## config.mk

```make
export PLATFORM = sky130hd
export DESIGN_NAME = axis_video_unpacker
export DESIGN_NICKNAME = d
export VERILOG_FILES = /design/src/rtl/video_pkg.sv /design/src/rtl/video_coord_cnt.sv /design/src/rtl/axis_video_unpacker.sv
export SDC_FILE = /design/constraint.sdc
export NUM_CORES = 1
export LEC_CHECK = 0
export CAP_MARGIN = 20
export CORE_MARGIN = 5
export CORE_UTILIZATION = 40
export DETAILED_ROUTE_END_ITERATION = 16
export PLACE_DENSITY = 0.7
export SETUP_SLACK_MARGIN = 0.3
export SLEW_MARGIN = 25
export SYNTH_ARGS = -nofsm -noshare
export SYNTH_HDL_FRONTEND = slang
export SYNTH_SLANG_ARGS = --single-unit
```

## constraint.sdc

```tcl
create_clock -name aclk -period 8.3 [get_ports aclk]
set_input_delay 2.49 -clock aclk [delete_from_list [all_inputs] [get_ports aclk]]
set_output_delay 2.49 -clock aclk [all_outputs]
set_load 0.005 [all_outputs]
```

## src/rtl/video_pkg.sv

```systemverilog
// Shared types and constants for the AXI4-Stream video unpacker.
package video_pkg;

    localparam int DEF_H_RES = 640;
    localparam int DEF_V_RES = 480;
    localparam int DEF_CW    = 12;

    // One unpacked pixel colour
    typedef struct packed {
        logic [7:0] r;
        logic [7:0] g;
        logic [7:0] b;
    } rgb_t;

    // SEEK: waiting for a start-of-frame beat. LOCKED: tracking frame position.
    typedef enum logic {
        SEEK   = 1'b0,
        LOCKED = 1'b1
    } unpack_state_e;

    // Bit positions inside err_pulse
    localparam int ERR_EARLY_EOL   = 0;
    localparam int ERR_LATE_EOL    = 1;
    localparam int ERR_MISSING_SOF = 2;
    localparam int ERR_KEEP        = 3;
    localparam int ERR_W           = 4;

endpackage

```

## src/rtl/video_coord_cnt.sv

```systemverilog
// Pixel x/y position tracker. 'restart' makes the current beat count as (0,0);
// 'line_end' forces a line advance even before the last column.
module video_coord_cnt
    import video_pkg::*;
#(
    parameter int H_RES = DEF_H_RES,
    parameter int V_RES = DEF_V_RES,
    parameter int CW    = DEF_CW
) (
    input  logic          aclk,
    input  logic          aresetn,
    input  logic          step,
    input  logic          restart,
    input  logic          line_end,
    input  logic          clear,
    output logic [CW-1:0] x,
    output logic [CW-1:0] y,
    output logic          at_origin,
    output logic          at_eol,
    output logic          at_eof
);

    localparam logic [CW-1:0] X_LAST = CW'(H_RES - 1);
    localparam logic [CW-1:0] Y_LAST = CW'(V_RES - 1);

    logic [CW-1:0] x_q;
    logic [CW-1:0] y_q;

    // Raw origin test (before restart) identifies a frame boundary position
    assign at_origin = (x_q == '0) && (y_q == '0);
    // Position the current beat is placed at
    assign x         = restart ? '0 : x_q;
    assign y         = restart ? '0 : y_q;
    assign at_eol    = (x == X_LAST);
    // Current beat closes the frame (line ends on the last line)
    assign at_eof    = (at_eol || line_end) && (y == Y_LAST);

    // Advance position on every consumed beat; wrap lines and frames
    always_ff @(posedge aclk) begin
        if (!aresetn || clear) begin
            x_q <= '0;
            y_q <= '0;
        end else if (step) begin
            if (at_eol || line_end) begin
                x_q <= '0;
                y_q <= (y == Y_LAST) ? '0 : y + CW'(1);
            end else begin
                x_q <= x + CW'(1);
                y_q <= y;
            end
        end
    end

endmodule

```

## src/rtl/axis_video_unpacker.sv

```systemverilog
// AXI4-Stream video receive side: unpacks {00,R,G,B} beats into coordinated
// pixels, locks on tuser/tlast framing and flags framing errors.
// Optional build macro VIDEO_UNPACK_ERR_CNT_EN adds a saturating error counter.
//
// Handshake: an input beat transfers when s_axis_tvalid && s_axis_tready; an
// output pixel transfers when pix_valid && pix_ready. s_axis_tready is
// !pix_valid || pix_ready, so the single output register never overflows and
// a consumed pixel can be replaced in the same cycle.
module axis_video_unpacker
    import video_pkg::*;
#(
    parameter int H_RES = DEF_H_RES,
    parameter int V_RES = DEF_V_RES,
    parameter int CW    = DEF_CW
) (
    input  logic             aclk,
    input  logic             aresetn,
    input  logic [31:0]      s_axis_tdata,
    input  logic [3:0]       s_axis_tkeep,
    input  logic             s_axis_tlast,
    input  logic             s_axis_tuser,
    input  logic             s_axis_tvalid,
    output logic             s_axis_tready,
    output logic [7:0]       pix_r,
    output logic [7:0]       pix_g,
    output logic [7:0]       pix_b,
    output logic [CW-1:0]    pix_x,
    output logic [CW-1:0]    pix_y,
    output logic             pix_sof,
    output logic             pix_eol,
    output logic             pix_valid,
    input  logic             pix_ready,
    output logic             locked,
    output logic             frame_done,
    output logic [ERR_W-1:0] err_pulse,
    output logic [15:0]      err_cnt
);

    unpack_state_e    state, state_nx;
    logic             accept;
    logic             load, step, clear;
    logic [ERR_W-1:0] err_nx;
    logic             fdone_nx;
    logic             keep_bad;
    logic [CW-1:0]    cx, cy;
    logic             at_origin, at_eol, at_eof;
    rgb_t             pix_rgb;
    logic             unused_tdata_hi;

    assign unused_tdata_hi = ^s_axis_tdata[31:24];
    assign s_axis_tready   = !pix_valid || pix_ready;
    assign accept          = s_axis_tvalid && s_axis_tready;
    assign keep_bad        = (s_axis_tkeep != 4'hF);
    assign locked          = (state == LOCKED);
    assign pix_r           = pix_rgb.r;
    assign pix_g           = pix_rgb.g;
    assign pix_b           = pix_rgb.b;

    // A tuser beat is always placed at (0,0), whichever state we are in
    video_coord_cnt #(
        .H_RES (H_RES),
        .V_RES (V_RES),
        .CW    (CW)
    ) u_coord (
        .aclk      (aclk),
        .aresetn   (aresetn),
        .step      (step),
        .restart   (s_axis_tuser),
        .line_end  (s_axis_tlast),
        .clear     (clear),
        .x         (cx),
        .y         (cy),
        .at_origin (at_origin),
        .at_eol    (at_eol),
        .at_eof    (at_eof)
    );

    // State register
    always_ff @(posedge aclk) begin
        if (!aresetn) state <= SEEK;
        else          state <= state_nx;
    end

    // Next state, beat disposition and error classification of the accepted beat
    always_comb begin
        state_nx = state;
        load     = 1'b0;
        step     = 1'b0;
        clear    = 1'b0;
        err_nx   = '0;
        fdone_nx = 1'b0;
        if (accept) begin
            case (state)
                SEEK: begin
                    if (s_axis_tuser) begin
                        load     = 1'b1;
                        state_nx = LOCKED;
                    end
                end
                LOCKED: begin
                    if (s_axis_tuser) begin
                        load                    = 1'b1;
                        err_nx[ERR_MISSING_SOF] = !at_origin;
                    end else if (at_origin) begin
                        // Frame should have started here: drop lock and the beat
                        clear                   = 1'b1;
                        state_nx                = SEEK;
                        err_nx[ERR_MISSING_SOF] = 1'b1;
                        err_nx[ERR_KEEP]        = keep_bad;
                    end else begin
                        load = 1'b1;
                    end
                end
                default: state_nx = SEEK;
            endcase
            if (load) begin
                step                  = 1'b1;
                err_nx[ERR_KEEP]      = keep_bad;
                err_nx[ERR_EARLY_EOL] = s_axis_tlast && !at_eol;
                err_nx[ERR_LATE_EOL]  = at_eol && !s_axis_tlast;
                fdone_nx              = at_eof;
            end
        end
    end

    // Output pixel register, status pulses
    always_ff @(posedge aclk) begin
        if (!aresetn) begin
            pix_rgb    <= '0;
            pix_x      <= '0;
            pix_y      <= '0;
            pix_sof    <= 1'b0;
            pix_eol    <= 1'b0;
            pix_valid  <= 1'b0;
            err_pulse  <= '0;
            frame_done <= 1'b0;
        end else begin
            err_pulse  <= err_nx;
            frame_done <= fdone_nx;
            if (load) begin
                pix_rgb.r <= s_axis_tdata[23:16];
                pix_rgb.g <= s_axis_tdata[15:8];
                pix_rgb.b <= s_axis_tdata[7:0];
                pix_x     <= cx;
                pix_y     <= cy;
                pix_sof   <= (cx == '0) && (cy == '0);
                pix_eol   <= s_axis_tlast || at_eol;
                pix_valid <= 1'b1;
            end else if (pix_ready) begin
                pix_valid <= 1'b0;
            end
        end
    end

`ifdef VIDEO_UNPACK_ERR_CNT_EN
    logic [15:0] err_cnt_q;

    // Count beats carrying any error, sticking at all-ones
    always_ff @(posedge aclk) begin
        if (!aresetn)                            err_cnt_q <= '0;
        else if (|err_nx && err_cnt_q != 16'hFFFF) err_cnt_q <= err_cnt_q + 16'd1;
    end

    assign err_cnt = err_cnt_q;
`else
    assign err_cnt = 16'h0000;
`endif

endmodule

```

==> flow_summary.toml <==
[synthesis]
synth_fa_ha_area_frac = 0.01658
synth_top_flop_cell = "dfxtp_1"
syn_area_um2 = 3772
ys_ff_latch = 81
syn_area_per_cell_um2 = 8.026
ys_seq_area_frac = 0.4299
synth_compound_area_frac = 0.1944
yosys_warnings = 0
synth-xor-area-share = 0.004643
synth_edf_count = 0
netlist-cell-type-count = 44
synthArstFlopShare = 0
synth_mux_area_frac = 0
postSynthCellCount = 470
synth_top_family_by_area = "simple AND/OR/NAND/NOR gates"
yosys.area_share.simple = 0.2809

[timing]
tightest_slew_ps = 1040
finalSetupViolCount = 0
drv_slew = 0
min_period_ps = 6250
finalSetupTns_ps = 0
maxSlewHeadroom = 0.3068
finalCritPeriodShare = 0.7530
finalHoldViolCount = 0
fmax_mhz = 160.0
skew_ps = 13.06
rsz0062_at_grt = "no"

[floorplanning]
dieArea_um2 = 11470
die_y_um = 107.1
start_util = 0.4102
rows = 35
core_area_um2 = 9196
die_x_um = 107.1
io_pins = 116

[power_and_ir_drop]
irDropWorstVdd_mv = 0.1092
p_leak_nw = 1.741
seq_power_share = 0.493
p_per_area_nw_per_um2 = 166.7
p_sw_frac = 0.2509
p_switching_uw = 206.1
clkPwrFrac = 0.386
combPwrFrac = 0.120
p_int_uw = 615.4

[grt]
grt_overflow = 0
grt_max_degree = 58
grt_pass1_wl_um = 16410
grt_use_total = 0.1759
antenna_found_initial = 0
grt_pass1_vias = 3526

[drt]
drt-pass1-iter-count = 6
antenna_left = 0
vias = 3598
avgRoutedWirePerCell_um = 15.02
totalWireLength_um = 9928
drc = 0
drtIter0Drc = 232
via_per_inst = 5.443

[setup_path]
cp_data_required_time_ps = 5810
critPathMostFrequentCell = "clkdlybuf4s50_1"
critPathMaxStageDelay_ps = 560
reg2reg_depth = 10
start_kind = "input port"
cp_num_buf_inv = 2
crit_fanout = 6
crit_cells = 3
crit_type = "input port to primary output"
crit_chain = "clkdlybuf4s50_1 > nand2b_1 > clkdlybuf4s50_1"
cp_top_family = "buffers and inverters"
cp.arrival_ps = 3760
critPathSlowestCell = "clkdlybuf4s50_1"
end_kind = "primary output"

[finish]
drive_gt1_frac = 0.05273
finalInstanceArea_um2 = 4928
final_net_count = 592
seq_area_um2 = 1622
synthToLayoutAreaGrowth_pct = 30.65
final_common_cell = "clkdlybuf4s50_1"
final_cell_mix = "91 x clkdlybuf4s50_1, 81 x dfxtp_1, 80 x nand2_1"
diodes = 0
fillers = 888
stdcell_count = 661
post-route-util = 0.5359
multiInputGateArea_um2 = 1956

[clock_tree]
root_buffer = "clkbuf_8"
cts_hold_buf = 0
clk_pin_slew_ps = 80
cts_tree = "done"
cts_made_buffers = 9
postCtsSetupBuffers = 0
cts_resized = 0
clockBufferDepth = 2
htreeDepth = 3
clkLatencyLatePin_ps = 350
cts_num_sinks = 81

[outcome]
status = "complete, no violations"

[hold_path]
hp-class = "flip-flop to flip-flop"
holdPathStages = 2

[place]
port_buffers = 91
placed_area_um2 = 4708
placedCellCount = 645
hpwl_um = 6723
gp_congestion = 0.8654

[flow_run]
drv_cap = 0
[worst reg2reg max path, delay by kind of cell (launching register included)]
kind	cells	cell delay (ps)
buffers and inverters	1	440
adders and majority gates	1	130
and+or+nand+nor	5	1680
DFF	1	410
AOI/OAI and AO/OA	3	440
[sequential cells by signal (all words and copies together) (netlist names)]
register	cells
pix_r	8
pix_y	12
err_pulse	4
pix_b	8
pix_sof	1
u_coord.x_q	12
pix_valid	1
frame_done	1
locked	1
u_coord.y_q	12
pix_eol	1
pix_g	8
pix_x	12
[power by group through the flow]
stage               Sequential (mW)  Clock, mW  Combinational [mW]
floorplan                     0.415          0              0.0530
global placement              0.414          0              0.0979
detailed placement            0.415          0              0.0990
CTS                           0.406      0.325              0.0996
global route                  0.407      0.347               0.110
finish                        0.405      0.317              0.0987
[per-stage QoR]
step	setup slack [ps]	power [mW]	hold slack [ps]
global route	2008	0.8639	490.9
finish	2050	0.8215	463.4
global placement	2069	0.5120	449.0
floorplan	3130	0.4675	448.8
CTS	2040	0.8302	469.5
detailed placement	2044	0.5137	457.5
[layer usage]
metal,vias to the layer above,global-route usage,part of all wire
met1,1663,0.1972,0.40
met2,150,0.2878,0.48
met5,-,0,0
met3,13,0.09272,0.11
met4,0,0.05479,0.0097
li1,1772,-,-
[synthesized netlist by cell type, types with 2 or more instances]
cell,n,area share
inv_1,8,0.0080
a311oi_1,2,0.0046
o21ai_0,18,0.024
dfxtp_1,81,0.43
buf_1,5,0.0050
and3_1,16,0.027
nand4b_1,3,0.0070
xnor2_1,2,0.0046
nand3_1,12,0.016
nor2_1,20,0.020
a21boi_0,29,0.058
nor4_1,9,0.015
a21oi_1,44,0.058
a41oi_1,3,0.0070
nor2b_1,25,0.041
or4_1,6,0.012
nand4_1,5,0.0083
o2111ai_1,2,0.0046
nand2b_1,4,0.0066
ha_1,5,0.017
nor3_1,14,0.019
nand2_1,80,0.080
a32oi_1,4,0.0093
o41ai_1,2,0.0046
clkbuf_1,28,0.028
a31oi_1,5,0.0083
buf_4,16,0.032
nand3b_1,5,0.010
nor4b_1,2,0.0046
[final timing paths]
| check | startpoint | end | slack [ps] |
|---|---|---|---|
| setup reg to reg | u_coord.y_q[2] | u_coord.x_q[5] | 5040 |
| hold / removal | pix_b[2] | pix_b[2] | 460 |
| setup / recovery | pix_ready | s_axis_tready | 2050 |
| hold reg to reg | pix_b[2] | pix_b[2] | 460 |
[final cells by class]
type | count | share of cell area
Tap cell | 111 | 0.02818
Multi-Input combinational cell | 347 | 0.3968
Clock buffer | 9 | 0.02513
Inverter | 8 | 0.006093
Clock inverter | 7 | 0.01929
Sequential cell | 81 | 0.3290
Timing Repair Buffer | 98 | 0.1955
[cells by family (layout without fill, tap and decap cells)]
kind of cell,Yosys count,count (layout)
AO/OA/AOI/OAI,116,116
adder cells (fa/ha/maj),5,5
other,1,16
flip-flops,81,81
buffers and inverters,57,122
AND/OR/NAND/NOR,208,208
XOR/XNOR,2,2
Power figures use the tool's default switching activity.
